## config.mk

```make
export PLATFORM = sky130hd
export DESIGN_NAME = lsu_mem_bridge
export DESIGN_NICKNAME = d
export VERILOG_FILES = /design/src/rtl/lsu_mem_bridge.sv
export SDC_FILE = /design/constraint.sdc
export NUM_CORES = 2
export LEC_CHECK = 0
export CORE_MARGIN = 3
export CORE_UTILIZATION = 35
export DETAILED_ROUTE_END_ITERATION = 8
export GPL_TIMING_DRIVEN = 0
export PLACE_DENSITY = 0.64
export SYNTH_ARGS = -nofsm -noshare
export SYNTH_HDL_FRONTEND = slang
export SYNTH_SLANG_ARGS = --single-unit
```

## constraint.sdc

```tcl
create_clock -name clk -period 5.35 [get_ports clk]
set_input_delay 0.8025 -clock clk [delete_from_list [all_inputs] [get_ports clk]]
set_output_delay 0.8025 -clock clk [all_outputs]
set_load 0.01 [all_outputs]
```

## src/rtl/lsu_mem_bridge.sv

```systemverilog
// rtl/lsu_mem_bridge.sv - LSU-to-data-memory bridge with forwarding store buffer
module lsu_mem_bridge #(
    parameter int SB_DEPTH = 4,
    parameter int CNT_BITS = 3
) (
    input  logic                clk,
    input  logic                rst,
    input  logic                lsu_ren,
    input  logic [63:0]         lsu_raddr,
    output logic                lsu_rvalid,
    output logic [63:0]         lsu_rdata,
    input  logic                lsu_wen,
    input  logic [63:0]         lsu_waddr,
    input  logic [63:0]         lsu_wdata,
    output logic                lsu_wready,
    output logic                dmem_req,
    output logic                dmem_we,
    output logic [63:0]         dmem_addr,
    output logic [63:0]         dmem_wdata,
    input  logic                dmem_gnt,
    input  logic                dmem_rvalid,
    input  logic [63:0]         dmem_rdata,
    output logic [CNT_BITS-1:0] sb_count,
    output logic                err_overflow
);

    localparam int PTR_W = (SB_DEPTH > 1) ? $clog2(SB_DEPTH) : 1;
    localparam logic [CNT_BITS-1:0] DEPTH_C = CNT_BITS'(SB_DEPTH);

    typedef enum logic [2:0] {
        S_IDLE,
        S_RD_REQ,
        S_RD_WAIT,
        S_RD_RESP,
        S_WR_REQ
    } state_e;

    state_e              state_q;
    logic [PTR_W-1:0]    head_q, tail_q;
    logic [CNT_BITS-1:0] count_q;
    logic [60:0]         sb_addr_q [SB_DEPTH];
    logic [63:0]         sb_data_q [SB_DEPTH];
    logic                err_q;
    logic                rvalid_q;
    logic [63:0]         rdata_q;
    logic                req_q;
    logic                we_q;
    logic [63:0]         addr_q;
    logic [63:0]         wdata_q;

    logic                push, pop;
    logic                fwd_hit;
    logic [63:0]         fwd_data;
    logic [PTR_W-1:0]    fwd_idx;
    logic                unused_low_bits;

    assign lsu_wready   = (count_q < DEPTH_C);
    assign push         = lsu_wen && lsu_wready;
    assign pop          = (state_q == S_WR_REQ) && dmem_gnt;

    assign lsu_rvalid   = rvalid_q;
    assign lsu_rdata    = rdata_q;
    assign dmem_req     = req_q;
    assign dmem_we      = we_q;
    assign dmem_addr    = addr_q;
    assign dmem_wdata   = wdata_q;
    assign sb_count     = count_q;
    assign err_overflow = err_q;

    assign unused_low_bits = ^{lsu_raddr[2:0], lsu_waddr[2:0]};

    // Youngest matching entry wins: walk oldest to newest, then let a same-cycle store override
    always_comb begin
        fwd_hit  = 1'b0;
        fwd_data = '0;
        fwd_idx  = '0;
        for (int i = 0; i < SB_DEPTH; i++) begin
            fwd_idx = head_q + PTR_W'(i);
            if ((CNT_BITS'(i) < count_q) && (sb_addr_q[fwd_idx] == lsu_raddr[63:3])) begin
                fwd_hit  = 1'b1;
                fwd_data = sb_data_q[fwd_idx];
            end
        end
        if (push && (lsu_waddr[63:3] == lsu_raddr[63:3])) begin
            fwd_hit  = 1'b1;
            fwd_data = lsu_wdata;
        end
    end

    // Store buffer pointers and occupancy; full/empty decided by count alone
    always_ff @(posedge clk or negedge rst) begin
        if (!rst) begin
            head_q  <= '0;
            tail_q  <= '0;
            count_q <= '0;
        end else begin
            if (push) tail_q <= tail_q + PTR_W'(1);
            if (pop)  head_q <= head_q + PTR_W'(1);
            case ({push, pop})
                2'b10:   count_q <= count_q + CNT_BITS'(1);
                2'b01:   count_q <= count_q - CNT_BITS'(1);
                default: count_q <= count_q;
            endcase
        end
    end

    // Store buffer payload; only entries inside [head, head+count) are ever consulted
    always_ff @(posedge clk) begin
        if (push) begin
            sb_addr_q[tail_q] <= lsu_waddr[63:3];
            sb_data_q[tail_q] <= lsu_wdata;
        end
    end

    // Sticky record of a store dropped because the buffer was full
    always_ff @(posedge clk or negedge rst) begin
        if (!rst) begin
            err_q <= 1'b0;
        end else if (lsu_wen && !lsu_wready) begin
            err_q <= 1'b1;
        end
    end

    // Access sequencer: loads win from IDLE, drains run one at a time, outputs registered
    always_ff @(posedge clk or negedge rst) begin
        if (!rst) begin
            state_q  <= S_IDLE;
            rvalid_q <= 1'b0;
            rdata_q  <= '0;
            req_q    <= 1'b0;
            we_q     <= 1'b0;
            addr_q   <= '0;
            wdata_q  <= '0;
        end else begin
            case (state_q)
                S_IDLE: begin
                    if (lsu_ren) begin
                        if (fwd_hit) begin
                            rdata_q  <= fwd_data;
                            rvalid_q <= 1'b1;
                            state_q  <= S_RD_RESP;
                        end else begin
                            req_q   <= 1'b1;
                            we_q    <= 1'b0;
                            addr_q  <= {lsu_raddr[63:3], 3'b000};
                            state_q <= S_RD_REQ;
                        end
                    end else if (count_q != '0) begin
                        req_q   <= 1'b1;
                        we_q    <= 1'b1;
                        addr_q  <= {sb_addr_q[head_q], 3'b000};
                        wdata_q <= sb_data_q[head_q];
                        state_q <= S_WR_REQ;
                    end
                end
                S_RD_REQ: begin
                    if (dmem_gnt) begin
                        req_q <= 1'b0;
                        if (dmem_rvalid) begin
                            rdata_q  <= dmem_rdata;
                            rvalid_q <= 1'b1;
                            state_q  <= S_RD_RESP;
                        end else begin
                            state_q <= S_RD_WAIT;
                        end
                    end
                end
                S_RD_WAIT: begin
                    if (dmem_rvalid) begin
                        rdata_q  <= dmem_rdata;
                        rvalid_q <= 1'b1;
                        state_q  <= S_RD_RESP;
                    end
                end
                S_RD_RESP: begin
                    rvalid_q <= 1'b0;
                    state_q  <= S_IDLE;
                end
                S_WR_REQ: begin
                    if (dmem_gnt) begin
                        req_q   <= 1'b0;
                        we_q    <= 1'b0;
                        state_q <= S_IDLE;
                    end
                end
                default: state_q <= S_IDLE;
            endcase
        end
    end

endmodule

```

==> metrics.yaml <==
clock_network:
  h-tree-depth: 3
  clock_path_buffers: 3
  ctsRootBufferMaster: "clkbuf_16"
  cts_buffers: 84
  clkLatencyLatePin_ps: 710
  cts_tree: "yes"
  clkTransAtPathRegs_ps: 60
  clock-sinks: 703
sta:
  finalHoldViolations: 0
  worstMarginPinSlew_ps: 1410
  rsz0062_at_grt: "yes"
  maxSlewViolCount: 0
  period_needed_ps: 5520
  setup_viol: 93
  finalCritPeriodShare_pct: 103
  max_freq_mhz: 181
  fin_ws_ps: -166
  slew_headroom_pct: 5.89
  finClkSkew_ps: 39.8
finish:
  layout_common_cells: "500 x edfxtp_1, 417 x clkdlybuf4s50_1, 339 x mux2i_1, 332 x nand2_1, 220 x o21ai_0"
  ff_latch_area_sq_um: 20100
  drive_gt1_share_pct: 18.5
  n_fill_cell: 11900
  nets: 4643
  design_area_sq_um: 55800
  area_growth_pct: 23.8
  multiInputGateArea_sq_um: 23300
  final_common_cell: "edfxtp_1"
logic_synthesis:
  postSynthAreaPerCell_sq_um: 11.8
  synth_flop_cell: "edfxtp_1"
  yosys-top-cells-area: "edfxtp_1 33%, dfrtp_1 11%, mux4_2 11%"
  ys_ff_latch: 703
  yosysTopAreaCell: "edfxtp_1"
  async_flop_share_pct: 28.9
  yosysSeqAreaShare_pct: 44.6
  netlist_instances: 3831
  yosys_warnings: 0
  synth.distinct_cells: 75
  syn-cell-area_sq_um: 45100
  synth_edf_count: 500
  yosysTopAreaCellShare_pct: 33.3
global_routing:
  antenna_found_initial: 36
  first_global_vias: 39700
  grt_max_degree: 76
  grt.overflow.total: 0
  grt_pass1_wl_um: 342000
  grt_use_total_pct: 37.5
setup_path:
  path_delay_family: "buffers and inverters"
  crit_top_cell: "buf_12"
  critPathKind: "reg -> reg"
  worst-path-stages: 16
  rrSetupSlack_ps: -170
  critical-path-max-stage-delay_ps: 940
  crit_required_ps: 5910
  crit_start: "head_q[0]"
  cp-endpoint: "lsu_rdata[54]"
  critPathSlowestCell: "a222oi_1"
  path_cells: "buf_12 -> buf_12 -> buf_16 -> buf_16 -> buf_12 -> mux2i_1 -> a222oi_1 -> o2111ai_2 -> nor4_4 -> nand4_1 -> nor4_4 -> buf_4 -> buf_6 -> clkbuf_1 -> a2111o_1 -> a31oi_1"
  r2r-start: "head_q[0]"
  crit_buf_inv: 8
  path_max_fanout: 10
  rr_worst_depth: 16
  cp-start-kind: "flop"
  arrival_ps: 6080
  r2r-end: "lsu_rdata[54]"
  critical_path.endpoint_type: "flop"
pwr:
  p_total_w: 0.0331
  p_per_area_nw_per_um2: 593
  p_leak_nw: 19.3
  max-vdd-ir-drop_mv: 0.334
die:
  io_pins: 462
  die_w_um: 365
  die_area_sq_um: 133000
  coreArea_sq_um: 128000
  die_y_um: 365
  start_util_pct: 35.3
  num_rows: 131
route:
  first_pass_iters: 7
  vias_per_cell: 6.78
  num_vias: 41500
  drt_iter0_drc: 7124
  wirelength_um: 257000
  drc: 0
  wire_per_inst_um: 42.1
  antenna_left: 0
place:
  place_congestion: 1.05
  place_area_sq_um: 51800
  dp_slack_ps: -1790
  port_buffers: 418
  dpl.hpwl_um: 194000
worst_hold_path:
  hold_class: "in -> async"
status:
  status: "complete, but fails checks"
  violations: "negative setup slack"
job:
  maxCapViolCount: 0
[metrics by stage]
stage / cells / hold WS, ps / util [%] / TNS [ps]
after floorplan: 3833 / 493 / - / 0
after global placement: 5913 / 439 / 40.2 / -3370070
after detailed placement: 5928 / 451 / 40.5 / -210640
after CTS: 6097 / 48.8 / 43.4 / 0
after global routing: 6110 / 74.5 / 43.7 / -15.2
final: 6119 / 17.8 / 43.7 / -5670
[cell families (layout without fill, tap and decap cells)]
logic type	count (synthesis)	in the layout	share of synthesized area, %
multiplexers	777	777	23.7
AND/OR/NAND/NOR	851	851	9.66
other	1	18	0.00831
flip-flops	703	703	44.6
AO/OA/AOI/OAI	790	790	12.8
buffers and inverters	505	1114	5.32
XOR/XNOR	195	195	3.79
adder cells (fa/ha/maj)	9	9	0.250
[where the power goes]
group / switching (W) / leakage (nW) / internal, W
registers: 0.000904 / 6.94 / 0.00713
logic: 0.0119 / 11.0 / 0.00723
clock network: 0.00258 / 1.36 / 0.00334
[sequential cells by signal, indices dropped and copies added (netlist names), 2 cells and up]
name	count
lsu_rdata	64
dmem_wdata	64
sb_addr_q	244
tail_q	2
dmem_addr	61
sb_count	3
sb_data_q	256
state_q	3
head_q	2
[worst min path at each step]
stage                      start  cells after the start  slack, ps             to
floorplan           err_overflow                      1        490   err_overflow
global placement    err_overflow                      1        440   err_overflow
CTS                          rst                      1         50  dmem_addr[16]
finish                       rst                      1         20  dmem_addr[16]
global route                 rst                      1         70  dmem_addr[16]
detailed placement  err_overflow                      1        450   err_overflow
[layer usage]
layer	track usage (%)	wire length, um
met1	51.1	102000
met2	52.9	106000
met3	12.8	33700
met4	19.0	15500
met5	0	85
[cell type report]
type	instances	area share [%]
clock inverters	47	0.955
flip-flops and latches	703	36.0
plain buffers	382	4.17
clock buffers	109	4.08
diodes	15	0.0672
repair buffers	453	8.51
multi-input cells	2625	41.7
well taps	1662	3.73
inverters	123	0.832
[cell usage after synthesis, types with 23 or more instances]
cell type,instances
clkbuf_1,199
mux2i_1,381
buf_6,38
a31oi_1,69
nor3_1,83
o2111ai_1,27
nor3b_1,67
nand4_1,64
a22oi_1,23
mux2_1,42
nand2b_1,51
o21ai_0,220
buf_2,98
mux2_2,141
nand2_1,333
inv_1,122
o22ai_1,35
nor4_1,90
nor2_1,55
edfxtp_1,500
mux4_2,212
o31ai_1,65
a2111oi_0,74
xnor2_1,162
a21oi_1,37
a221oi_1,75
nand3_1,28
a2111o_1,67
xor2_1,33
dfrtp_1,203
buf_1,23
[timing repair]
action                                  4_1_cts  5_1_grt
setup buffers                                12        7
hold buffers                                  0        0
hold endpoints to repair                      0        0
pin swaps                                     9        8
cloned                                        1        0
resized for setup                           180       78
endpoints found under the setup margin      131      124
No activity file was read; power rests on OpenSTA's default activity.
